`config.mk`:
```
export PLATFORM = sky130hd
export DESIGN_NAME = dmem_port_arbiter
export DESIGN_NICKNAME = d
export VERILOG_FILES = /design/src/rtl/dmem_port_arbiter.sv
export SDC_FILE = /design/constraint.sdc
export NUM_CORES = 1
export LEC_CHECK = 0
export BUFFER_PORTS_ARGS = -buffer_cell sky130_fd_sc_hd__buf_2
export CAP_MARGIN = 20
export CORE_AREA = 2 2 113 115
export DETAILED_ROUTE_END_ITERATION = 10
export DIE_AREA = 0 0 115 117
export PLACE_DENSITY_LB_ADDON = 0.1
export SLEW_MARGIN = 20
export SYNTH_ARGS = -nofsm -noshare
export SYNTH_HDL_FRONTEND = slang
export SYNTH_SLANG_ARGS = --single-unit
```
`constraint.sdc`:
```
create_clock -name clk -period 5.8 [get_ports clk]
set_input_delay 0.58 -clock clk [delete_from_list [all_inputs] [get_ports clk]]
set_output_delay 0.58 -clock clk [all_outputs]
set_load 0.01 [all_outputs]
```
`src/rtl/dmem_port_arbiter.sv`:
```
// Round-robin arbiter/sequencer for data-memory port B (CPU vs debug loader).
// Debug requester is built in only when DMEM_ARB_DBG_EN is defined.
module dmem_port_arbiter #(
  parameter int ADDR_W = 32,
  parameter int DATA_W = 32
) (
  input  logic              clk,
  input  logic              rst,
  input  logic              cpu_req_valid,
  output logic              cpu_req_ready,
  input  logic [ADDR_W-1:0] cpu_addr,
  input  logic              cpu_we,
  input  logic [1:0]        cpu_size,
  input  logic              cpu_unsigned,
  input  logic [31:0]       cpu_wdata,
  output logic              cpu_done,
  output logic              cpu_err,
  output logic [31:0]       cpu_rdata,
  input  logic              dbg_req_valid,
  output logic              dbg_req_ready,
  input  logic [ADDR_W-1:0] dbg_addr,
  input  logic              dbg_we,
  input  logic [1:0]        dbg_size,
  input  logic              dbg_unsigned,
  input  logic [31:0]       dbg_wdata,
  output logic              dbg_done,
  output logic              dbg_err,
  output logic [31:0]       dbg_rdata,
  output logic [13:0]       mem_addr,
  output logic              mem_we,
  output logic [31:0]       mem_wdata,
  input  logic [31:0]       mem_rdata,
  output logic              busy
);

  typedef enum logic [1:0] {IDLE, RD, CAP, WR} state_t;

  state_t state_q, state_d;
  logic        gnt_q, gnt_d;
  logic [15:0] addr_q, addr_d;
  logic        we_q, we_d;
  logic [1:0]  size_q, size_d;
  logic        uns_q, uns_d;
  logic [31:0] wdata_q, wdata_d;
  logic [13:0] maddr_q, maddr_d;
  logic        cdone_q, cdone_d, cerr_q, cerr_d;
  logic        ddone_q, ddone_d, derr_q, derr_d;
  logic [31:0] crdata_q, crdata_d, drdata_q, drdata_d;

  logic        sel_dbg, req_v, accept, bad;
  logic [15:0] req_addr;
  logic        req_we, req_uns;
  logic [1:0]  req_size;
  logic [31:0] req_wdata;
  logic        fin, fin_err;
  logic [31:0] fin_rd;
  logic [4:0]  sh;
  logic [31:0] lane, ext, mask, merged;

`ifdef DMEM_ARB_DBG_EN
  logic last_q, last_d;
  logic unused_bits;
  assign unused_bits = ^{cpu_addr[ADDR_W-1:16], dbg_addr[ADDR_W-1:16]};
  assign sel_dbg = dbg_req_valid & (~cpu_req_valid | ~last_q);
  assign req_v   = cpu_req_valid | dbg_req_valid;
`else
  logic unused_bits;
  assign unused_bits = ^{cpu_addr[ADDR_W-1:16], dbg_req_valid, dbg_addr,
                         dbg_we, dbg_size, dbg_unsigned, dbg_wdata};
  assign sel_dbg = 1'b0;
  assign req_v   = cpu_req_valid;
`endif

  assign accept = (state_q == IDLE) & req_v & ~rst;

  always_comb begin
    req_addr  = cpu_addr[15:0];
    req_we    = cpu_we;
    req_size  = cpu_size;
    req_uns   = cpu_unsigned;
    req_wdata = cpu_wdata;
`ifdef DMEM_ARB_DBG_EN
    if (sel_dbg) begin
      req_addr  = dbg_addr[15:0];
      req_we    = dbg_we;
      req_size  = dbg_size;
      req_uns   = dbg_unsigned;
      req_wdata = dbg_wdata;
    end
`endif
  end

  assign bad = (req_size == 2'd3)
             | ((req_size == 2'd1) & req_addr[0])
             | ((req_size == 2'd2) & (req_addr[1:0] != 2'b00));

  // Lane extract and merge work on the word captured in CAP.
  always_comb begin
    sh     = {addr_q[1:0], 3'b000};
    lane   = mem_rdata >> sh;
    ext    = mem_rdata;
    mask   = 32'hFFFF_FFFF;
    if (size_q == 2'd0) begin
      ext  = {{24{~uns_q & lane[7]}}, lane[7:0]};
      mask = 32'h0000_00FF << sh;
    end else if (size_q == 2'd1) begin
      ext  = {{16{~uns_q & lane[15]}}, lane[15:0]};
      mask = 32'h0000_FFFF << sh;
    end
    merged = (mem_rdata & ~mask) | ((wdata_q << sh) & mask);
  end

  always_comb begin
    state_d = state_q;
    gnt_d   = gnt_q;
    addr_d  = addr_q;
    we_d    = we_q;
    size_d  = size_q;
    uns_d   = uns_q;
    wdata_d = wdata_q;
    maddr_d = maddr_q;
    fin     = 1'b0;
    fin_err = 1'b0;
    fin_rd  = 32'h0;
`ifdef DMEM_ARB_DBG_EN
    last_d  = last_q;
`endif
    unique case (state_q)
      IDLE: begin
        if (accept) begin
          gnt_d   = sel_dbg;
`ifdef DMEM_ARB_DBG_EN
          last_d  = sel_dbg;
`endif
          addr_d  = req_addr;
          we_d    = req_we;
          size_d  = req_size;
          uns_d   = req_uns;
          wdata_d = req_wdata;
          if (bad) begin
            fin     = 1'b1;
            fin_err = 1'b1;
          end else begin
            maddr_d = req_addr[15:2];
            state_d = (req_we && req_size == 2'd2) ? WR : RD;
          end
        end
      end
      RD: state_d = CAP;
      CAP: begin
        if (we_q) begin
          wdata_d = merged;
          state_d = WR;
        end else begin
          fin     = 1'b1;
          fin_rd  = ext;
          state_d = IDLE;
        end
      end
      WR: begin
        fin     = 1'b1;
        state_d = IDLE;
      end
      default: state_d = IDLE;
    endcase
    cdone_d  = fin & ~gnt_d;
    cerr_d   = fin_err & ~gnt_d;
    crdata_d = (fin & ~gnt_d) ? fin_rd : 32'h0;
    ddone_d  = fin & gnt_d;
    derr_d   = fin_err & gnt_d;
    drdata_d = (fin & gnt_d) ? fin_rd : 32'h0;
  end

  always_ff @(posedge clk) begin
    if (rst) begin
      state_q  <= IDLE;
      gnt_q    <= 1'b0;
      addr_q   <= '0;
      we_q     <= 1'b0;
      size_q   <= '0;
      uns_q    <= 1'b0;
      wdata_q  <= '0;
      maddr_q  <= '0;
      cdone_q  <= 1'b0;
      cerr_q   <= 1'b0;
      crdata_q <= '0;
      ddone_q  <= 1'b0;
      derr_q   <= 1'b0;
      drdata_q <= '0;
    end else begin
      state_q  <= state_d;
      gnt_q    <= gnt_d;
      addr_q   <= addr_d;
      we_q     <= we_d;
      size_q   <= size_d;
      uns_q    <= uns_d;
      wdata_q  <= wdata_d;
      maddr_q  <= maddr_d;
      cdone_q  <= cdone_d;
      cerr_q   <= cerr_d;
      crdata_q <= crdata_d;
      ddone_q  <= ddone_d;
      derr_q   <= derr_d;
      drdata_q <= drdata_d;
    end
  end

`ifdef DMEM_ARB_DBG_EN
  always_ff @(posedge clk) begin
    if (rst) last_q <= 1'b1;
    else     last_q <= last_d;
  end
  assign dbg_req_ready = accept & sel_dbg;
  assign dbg_done      = ddone_q;
  assign dbg_err       = derr_q;
  assign dbg_rdata     = drdata_q;
`else
  logic unused_dbg_regs;
  assign unused_dbg_regs = ^{ddone_q, derr_q, drdata_q};
  assign dbg_req_ready = 1'b0;
  assign dbg_done      = 1'b0;
  assign dbg_err       = 1'b0;
  assign dbg_rdata     = 32'h0;
`endif

  assign cpu_req_ready = accept & ~sel_dbg;
  assign cpu_done      = cdone_q;
  assign cpu_err       = cerr_q;
  assign cpu_rdata     = crdata_q;
  // A write never fires on a reset edge.
  assign mem_we        = (state_q == WR) & ~rst;
  assign mem_addr      = maddr_q;
  assign mem_wdata     = wdata_q;
  assign busy          = (state_q != IDLE);

endmodule
```
==> qor.csv, run 1 <==
stage;metric;value;unit
clock_tree;numClockSinks;89;
clock_tree;cts.reportedPaths.clkPinSlew;0.06;ns
floorplanning;num_io_pins;290;
clock_tree;cts_repair_resizes;0;
yosys;synth.cell_area;0.00505;sq mm
power;pwr_density_cell;292;mW/mm^2
yosys;post_synth_and_or_nand_nor_area_fraction;0.174;
yosys;netlist-cell-type-count;51;
place;place.gp.congestion;0.861;
layout;syn_to_final_growth;20.0;%
floorplanning;rows;41;
sta;worst_slew_margin_rel;0.303;
layout;post_route_cells_drive_above_1_share;0.337;
critical_path;path_class;flop to flop;
place;placed_cell_count;846;
detailed_routing;drt-pass1-iter-count;6;
detailed_routing;finalWirelength;15.5;mm
place;place_ws;2.58;ns
critical_path;worst_ep_arrival_time;3.47;ns
yosys;synth_top_cell_by_area;dfxtp_1;
detailed_routing;post_drt_via_cell_ratio;5.55;
floorplanning;vertical_die_dimension;117;microns
yosys;ys_top_cells_by_area;dfxtp_1 (35%), buf_4 (5.5%), mux2_2 (5.1%), a21oi_1 (4.2%), nand2_1 (3.2%);
global_routing;largest_net_degree_at_the_start_of_global_routing;76;
global_routing;grtUsageTotal;0.231;
min_path;min_from;cpu_addr[2];
yosys;synth_commonest_cells;dfxtp_1 (89), nand2_1 (43), a21oi_1 (42), buf_4 (37), nor2_1 (31);
critical_path;timing.critical_path.required;5.99;ns
yosys;synthesis.area_per_instance;8.81;sq um
yosys;synth_edf_count;0;
sta;rsz_0062_raised_after_global_routing;false;
critical_path;setup.worst_path.end_class;flop;
sta;final-hold-violation-count;0;
sta;drv_slew;0;
global_routing;globalRouteOverflowTotal;0;
layout;final_util;0.492;
detailed_routing;drt_iter0_markers;352;
critical_path;worstSetupStartpoint;addr_q[1];
yosys;syn_inst;573;
sta;sum_of_negative_setup_slack;0;ns
sta;max_clock_freq;305;MHz
sta;postLayoutSetupSlackWorst;2.52;ns
critical_path;r2r_start;addr_q[1];
sta;least_margin_pin_slew;1.04;ns
layout;layout.nets;884;
yosys;post_synth_fa_ha_maj_area_fraction;0.0124;
power;totalPowerFinal;1.77;mW
clock_tree;cts_hold_buf;0;
clock_tree;ctsLongestPathBuffers;2;
min_path;hold_path.class;input pin to flop;
global_routing;grt_pass1_wl;23.7;mm
critical_path;crit_fanout;26;
floorplanning;floorplan.die.width;115;microns
detailed_routing;wire_per_inst;17.9;microns
detailed_routing;antenna_left;0;
yosys;synth_xor_area_frac;0;
critical_path;start_kind;flop;
yosys;synthMostInstantiatedCell;dfxtp_1;
clock_tree;post_cts_buffers;0;
place;placement.cell_area;0.00574;sq mm
yosys;ys.flop_type;dfxtp_1;
clock_tree;insertion_delay;0.35;ns
sta;period_minus_slack;3.28;ns
yosys;yosys-mux-area-fraction;0.0783;
floorplanning;initial_utilization;0.410;
detailed_routing;remaining_drc_errors;0;
power;power.leakage;2.77;nW
place;portBuffers;169;
flow_run;max_cap_viol_count;0;
yosys;async_reset_ff_frac;0;
yosys;synth-compound-area-share;0.271;
floorplanning;coreArea;0.0123;sq mm
critical_path;worst_r2r_path_depth;6;
place;hpwlAfterDp;11.6;mm
layout;antenna_cells_inserted;0;
critical_path;regToRegSetupSlack;2.52;ns
global_routing;initial_antenna_violation_count;1;
power;power.ir.vdd_worst;0.163;mV
yosys;yosysWarningCount;0;
yosys;yosysTopAreaCellShare;0.353;
sta;final_min_period_over_clock_period;0.565;
floorplanning;die_area;0.0135;sq mm
yosys;synth-seq-cells;89;
detailed_routing;number_of_vias_in_the_routed_layout;4788;
sta;clock_skew;0.00514;ns
sta;setup_violations;0;
clock_tree;number_of_buffers_created_by_cts;9;
yosys;sequential_to_total_area_share_from_yosys_stat;0.353;
global_routing;vias_in_the_first_global_route;4381;
clock_tree;cts-root-buf;clkbuf_16;
sta;hold_slack;0.458;ns
layout;fin_cells;862;
layout;stdcell_area;0.00606;sq mm
clock_tree;cts_tree;built;
yosys;synth_top_family_by_area;compound AO/OA/AOI/OAI gates;
outcome;run_status;completed;
clock_tree;htree_levels;3;
cell usage in the layout, fill, tap and decap left out, types with 9 or more instances in the layout:
| master | count |
|---|---|
| dfxtp_1 | 89 |
| a2bb2oi_1 | 9 |
| nor2b_1 | 21 |
| nor3_1 | 22 |
| nand3b_1 | 16 |
| a221oi_1 | 15 |
| conb_1 | 35 |
| buf_2 | 169 |
| inv_1 | 10 |
| a311oi_1 | 16 |
| o41ai_1 | 16 |
| o21ai_0 | 12 |
| mux2_2 | 23 |
| nand2_1 | 43 |
| nor2_1 | 31 |
| a21oi_1 | 42 |
| a22oi_1 | 9 |
| a21o_2 | 16 |
| clkbuf_16 | 9 |
| a211o_1 | 16 |
worst min path at each step:
stage	slack, ns	end	cells after the start
detailed placement	0.46	gnt_q	2
floorplan	0.44	gnt_q	2
global route	0.45	mem_addr[13]	2
global placement	0.46	gnt_q	2
CTS	0.44	mem_addr[12]	2
finish	0.46	mem_addr[0]	2
worst max-delay path, cell delays in order, from the launching register on:
cell and delay, ns:
dfxtp_1 0.92, inv_1 0.29, ha_1 0.35, mux2_4 0.31
o211ai_1 0.65, and2_1 0.44, a311oi_1 0.16
routing by layer:
layer,part of all wire,vias up,track usage
met1,0.47,2236,0.325
li1,-,2313,-
met5,0,-,0
met2,0.43,219,0.342
met4,0.019,0,0.0964
met3,0.078,20,0.0515
where the power goes:
part           leakage [nW]  internal (mW)  total, mW  switching, mW
registers             0.725          0.660      0.710         0.0503
clock network         0.157          0.402      0.635          0.234
logic                  1.89          0.169      0.427          0.258
total                  2.77           1.23       1.77          0.542
kinds of logic after synthesis:
logic type / after synthesis
other: 1
AO/OA/AOI/OAI: 183
adder cells (fa/ha/maj): 5
AND/OR/NAND/NOR: 165
buffers and inverters: 96
flip-flops: 89
multiplexers: 34
final cells by class:
cell class                 instances  area, sq um
fill                            1198         6250
multi-input combinational        422         2840
sequential                        89         1780
timing repair buffer             175          891
clock buffer                      14          264
tap                              150          188
clock inverter                     2         60.1
inverter                          10         37.5
No activity file was read; power rests on OpenSTA's default activity.
==> run 2, diff against run 1 <==
==> constraint.sdc (replaced) <==
create_clock -name clk -period 3.23 [get_ports clk]
set_input_delay 0.323 -clock clk [delete_from_list [all_inputs] [get_ports clk]]
set_output_delay 0.323 -clock clk [all_outputs]
set_load 0.01 [all_outputs]
==> qor.csv, run 2 (synthesized netlist as in run 1, its figures left out) <==
stage;metric;value;unit;change
min_path;hold_end;mem_addr[11];;
global_routing;grtUsageTotal;0.231;;+0.000529
clock_tree;number_of_buffers_created_by_cts;9;;unchanged
sta;sum_of_negative_setup_slack;0;ns;unchanged
critical_path;regToRegSetupSlack;0.60;ns;-1.92 ns
min_path;min_from;cpu_addr[13];;
detailed_routing;remaining_drc_errors;0;;unchanged
sta;rsz_0062_raised_after_global_routing;false;;
floorplanning;initial_utilization;0.410;;unchanged
sta;setup_violations;0;;unchanged
detailed_routing;number_of_vias_in_the_routed_layout;4823;;+0.73%
detailed_routing;finalWirelength;15.7;mm;+1.7%
critical_path;worst_r2r_path_depth;6;;unchanged
detailed_routing;post_drt_via_cell_ratio;5.54;;-0.20%
global_routing;vias_in_the_first_global_route;4432;;+1.2%
sta;final-hold-violation-count;0;;unchanged
layout;post_route_cells_drive_above_1_share;0.347;;+0.0101
detailed_routing;antenna_left;0;;unchanged
clock_tree;post_cts_buffers;0;;unchanged
min_path;hold-path-cell-count;2;;unchanged
layout;multi_input_area;0.00284;sq mm;unchanged
critical_path;worst_ep_arrival_time;2.88;ns;-0.59 ns
clock_tree;numClockSinks;89;;unchanged
critical_path;crit_path_cell_trace;inv_1 -> ha_1 -> mux2_4 -> or2_2 -> a211o_1 -> a311oi_1;;
detailed_routing;drt-pass1-iter-count;5;;-1
critical_path;setup.worst_path.end_class;flop;;
clock_tree;ctsLongestPathBuffers;2;;unchanged
layout;antenna_cells_inserted;0;;unchanged
sta;drv_slew;0;;unchanged
clock_tree;insertion_delay;0.35;ns;about the same
clock_tree;cts.reportedPaths.clkPinSlew;0.07;ns;about the same
sta;period_minus_slack;2.63;ns;-0.649 ns
clock_tree;htree_levels;3;;unchanged
place;hpwlAfterDp;12.0;mm;+3.5%
detailed_routing;wire_per_inst;18.1;microns;+0.78%
floorplanning;die_area;0.0135;sq mm;unchanged
critical_path;r2r_start;addr_q[0];;
sta;final_min_period_over_clock_period;0.814;;+0.249
layout;n_fill_cell;1240;;+3.5%
clock_tree;cts_repair_resizes;0;;unchanged
global_routing;globalRouteOverflowTotal;0;;unchanged
power;power.ir.vdd_worst;0.329;mV;+100%
global_routing;initial_antenna_violation_count;0;;-1
layout;layout.nets;892;;+0.90%
clock_tree;cts_hold_buf;0;;unchanged
detailed_routing;drt_iter0_markers;429;;+22%
sta;clock_skew;0.00703;ns;+0.00189 ns
layout;final_util;0.498;;+0.00539
floorplanning;vertical_die_dimension;117;microns;unchanged
critical_path;timing.critical_path.slowest_cell_delay;0.66;ns;-0.26 ns
critical_path;slowest_stage_cell_on_the_critical_path;dfxtp_1;;
sta;max_clock_freq;380;MHz;+25%
floorplanning;num_io_pins;290;;unchanged
floorplanning;coreArea;0.0123;sq mm;unchanged
critical_path;crit_fanout;14;;-46%
layout;final_cell_mix;buf_2 (169), dfxtp_1 (89), nand2_1 (43), a21oi_1 (42), conb_1 (35);;
flow_run;max_cap_viol_count;0;;unchanged
power;power.leakage;2.81;nW;+1.7%
layout;seqCellArea;0.00178;sq mm;unchanged
clock_tree;cts-root-buf;clkbuf_16;;
sta;least_margin_pin_slew;1.04;ns;+0.00233 ns
global_routing;largest_net_degree_at_the_start_of_global_routing;74;;-2.6%
critical_path;path_class;flop to flop;;
critical_path;start_kind;flop;;
global_routing;grt_pass1_wl;23.7;mm;about the same
critical_path;worstSetupStartpoint;addr_q[0];;
sta;worst_slew_margin_rel;0.302;;-0.00156
min_path;hold_path.class;input pin to flop;;
floorplanning;rows;41;;unchanged
layout;final_common_cell;buf_2;;
floorplanning;floorplan.die.width;115;microns;unchanged
place;place.gp.congestion;0.830;;-3.7%
layout;syn_to_final_growth;21.4;%;
place;portBuffers;169;;unchanged
power;pwr_density_cell;526;mW/mm^2;+80%
critical_path;timing.critical_path.required;3.48;ns;-2.51 ns
outcome;run_status;completed;;
clock_tree;cts_tree;built;;
[run 2: cell types whose count changed in the layout (fill, tap and decap cells not counted)]
cell / previous run / this run
inv_6: 0 / 1
clkbuf_1: 3 / 1
buf_4: 6 / 14
clkinv_2: 0 / 1
[run 2: cell type report]
| cell class | instances | share of cell area |
|---|---|---|
| repair buffers | 183 | 0.155 |
| multi-input cells | 422 | 0.463 |
| clock inverters | 4 | 0.0120 |
| inverters | 10 | 0.00612 |
| flip-flops and latches | 89 | 0.291 |
| well taps | 150 | 0.0306 |
| clock buffers | 12 | 0.0419 |
[run 2: critical path, delay by kind of cell (launching register included)]
| kind | cells | cell delay (ns) |
|---|---|---|
| AOI/OAI and AO/OA | 2 | 0.59 |
| adders and majority gates | 1 | 0.35 |
| buffers and inverters | 1 | 0.26 |
| DFF | 1 | 0.66 |
| muxes | 1 | 0.31 |
| and+or+nand+nor | 1 | 0.37 |
[run 2: worst max path at each step]
stage,end,slack (ns),depth (start not counted)
2_1_floorplan,flop,0.84,9
3_3_place_gp,flop,0.71,6
3_5_place_dp,flop,0.62,6
4_1_cts,flop,0.61,6
5_1_grt,flop,0.43,7
6_report,flop,0.60,6
[run 2: metrics by stage]
stage,cells,power (mW),worst slack (ns),hold WS [ns],area (sq um)
2_1_floorplan,607,1.83,0.844,0.435,5180
3_3_place_gp,854,2.06,0.709,0.458,5800
3_5_place_dp,854,2.07,0.624,0.470,5800
4_1_cts,870,3.23,0.607,0.189,6130
5_1_grt,870,3.38,0.435,0.185,6130
6_report,870,3.22,0.601,0.195,6130
[run 2: where the power goes]
group / switching, mW / internal, mW
Combinational: 0.471 / 0.314
Sequential: 0.0858 / 1.18
Clock: 0.444 / 0.722
[run 2: per-layer routing]
layer | vias to the layer above | global-route usage | wire (microns)
met2 | 211 | 0.340 | 6770
met1 | 2266 | 0.329 | 7460
met5 | - | 0 | 0
li1 | 2328 | - | -
met3 | 18 | 0.0664 | 1260
met4 | 0 | 0.0699 | 232
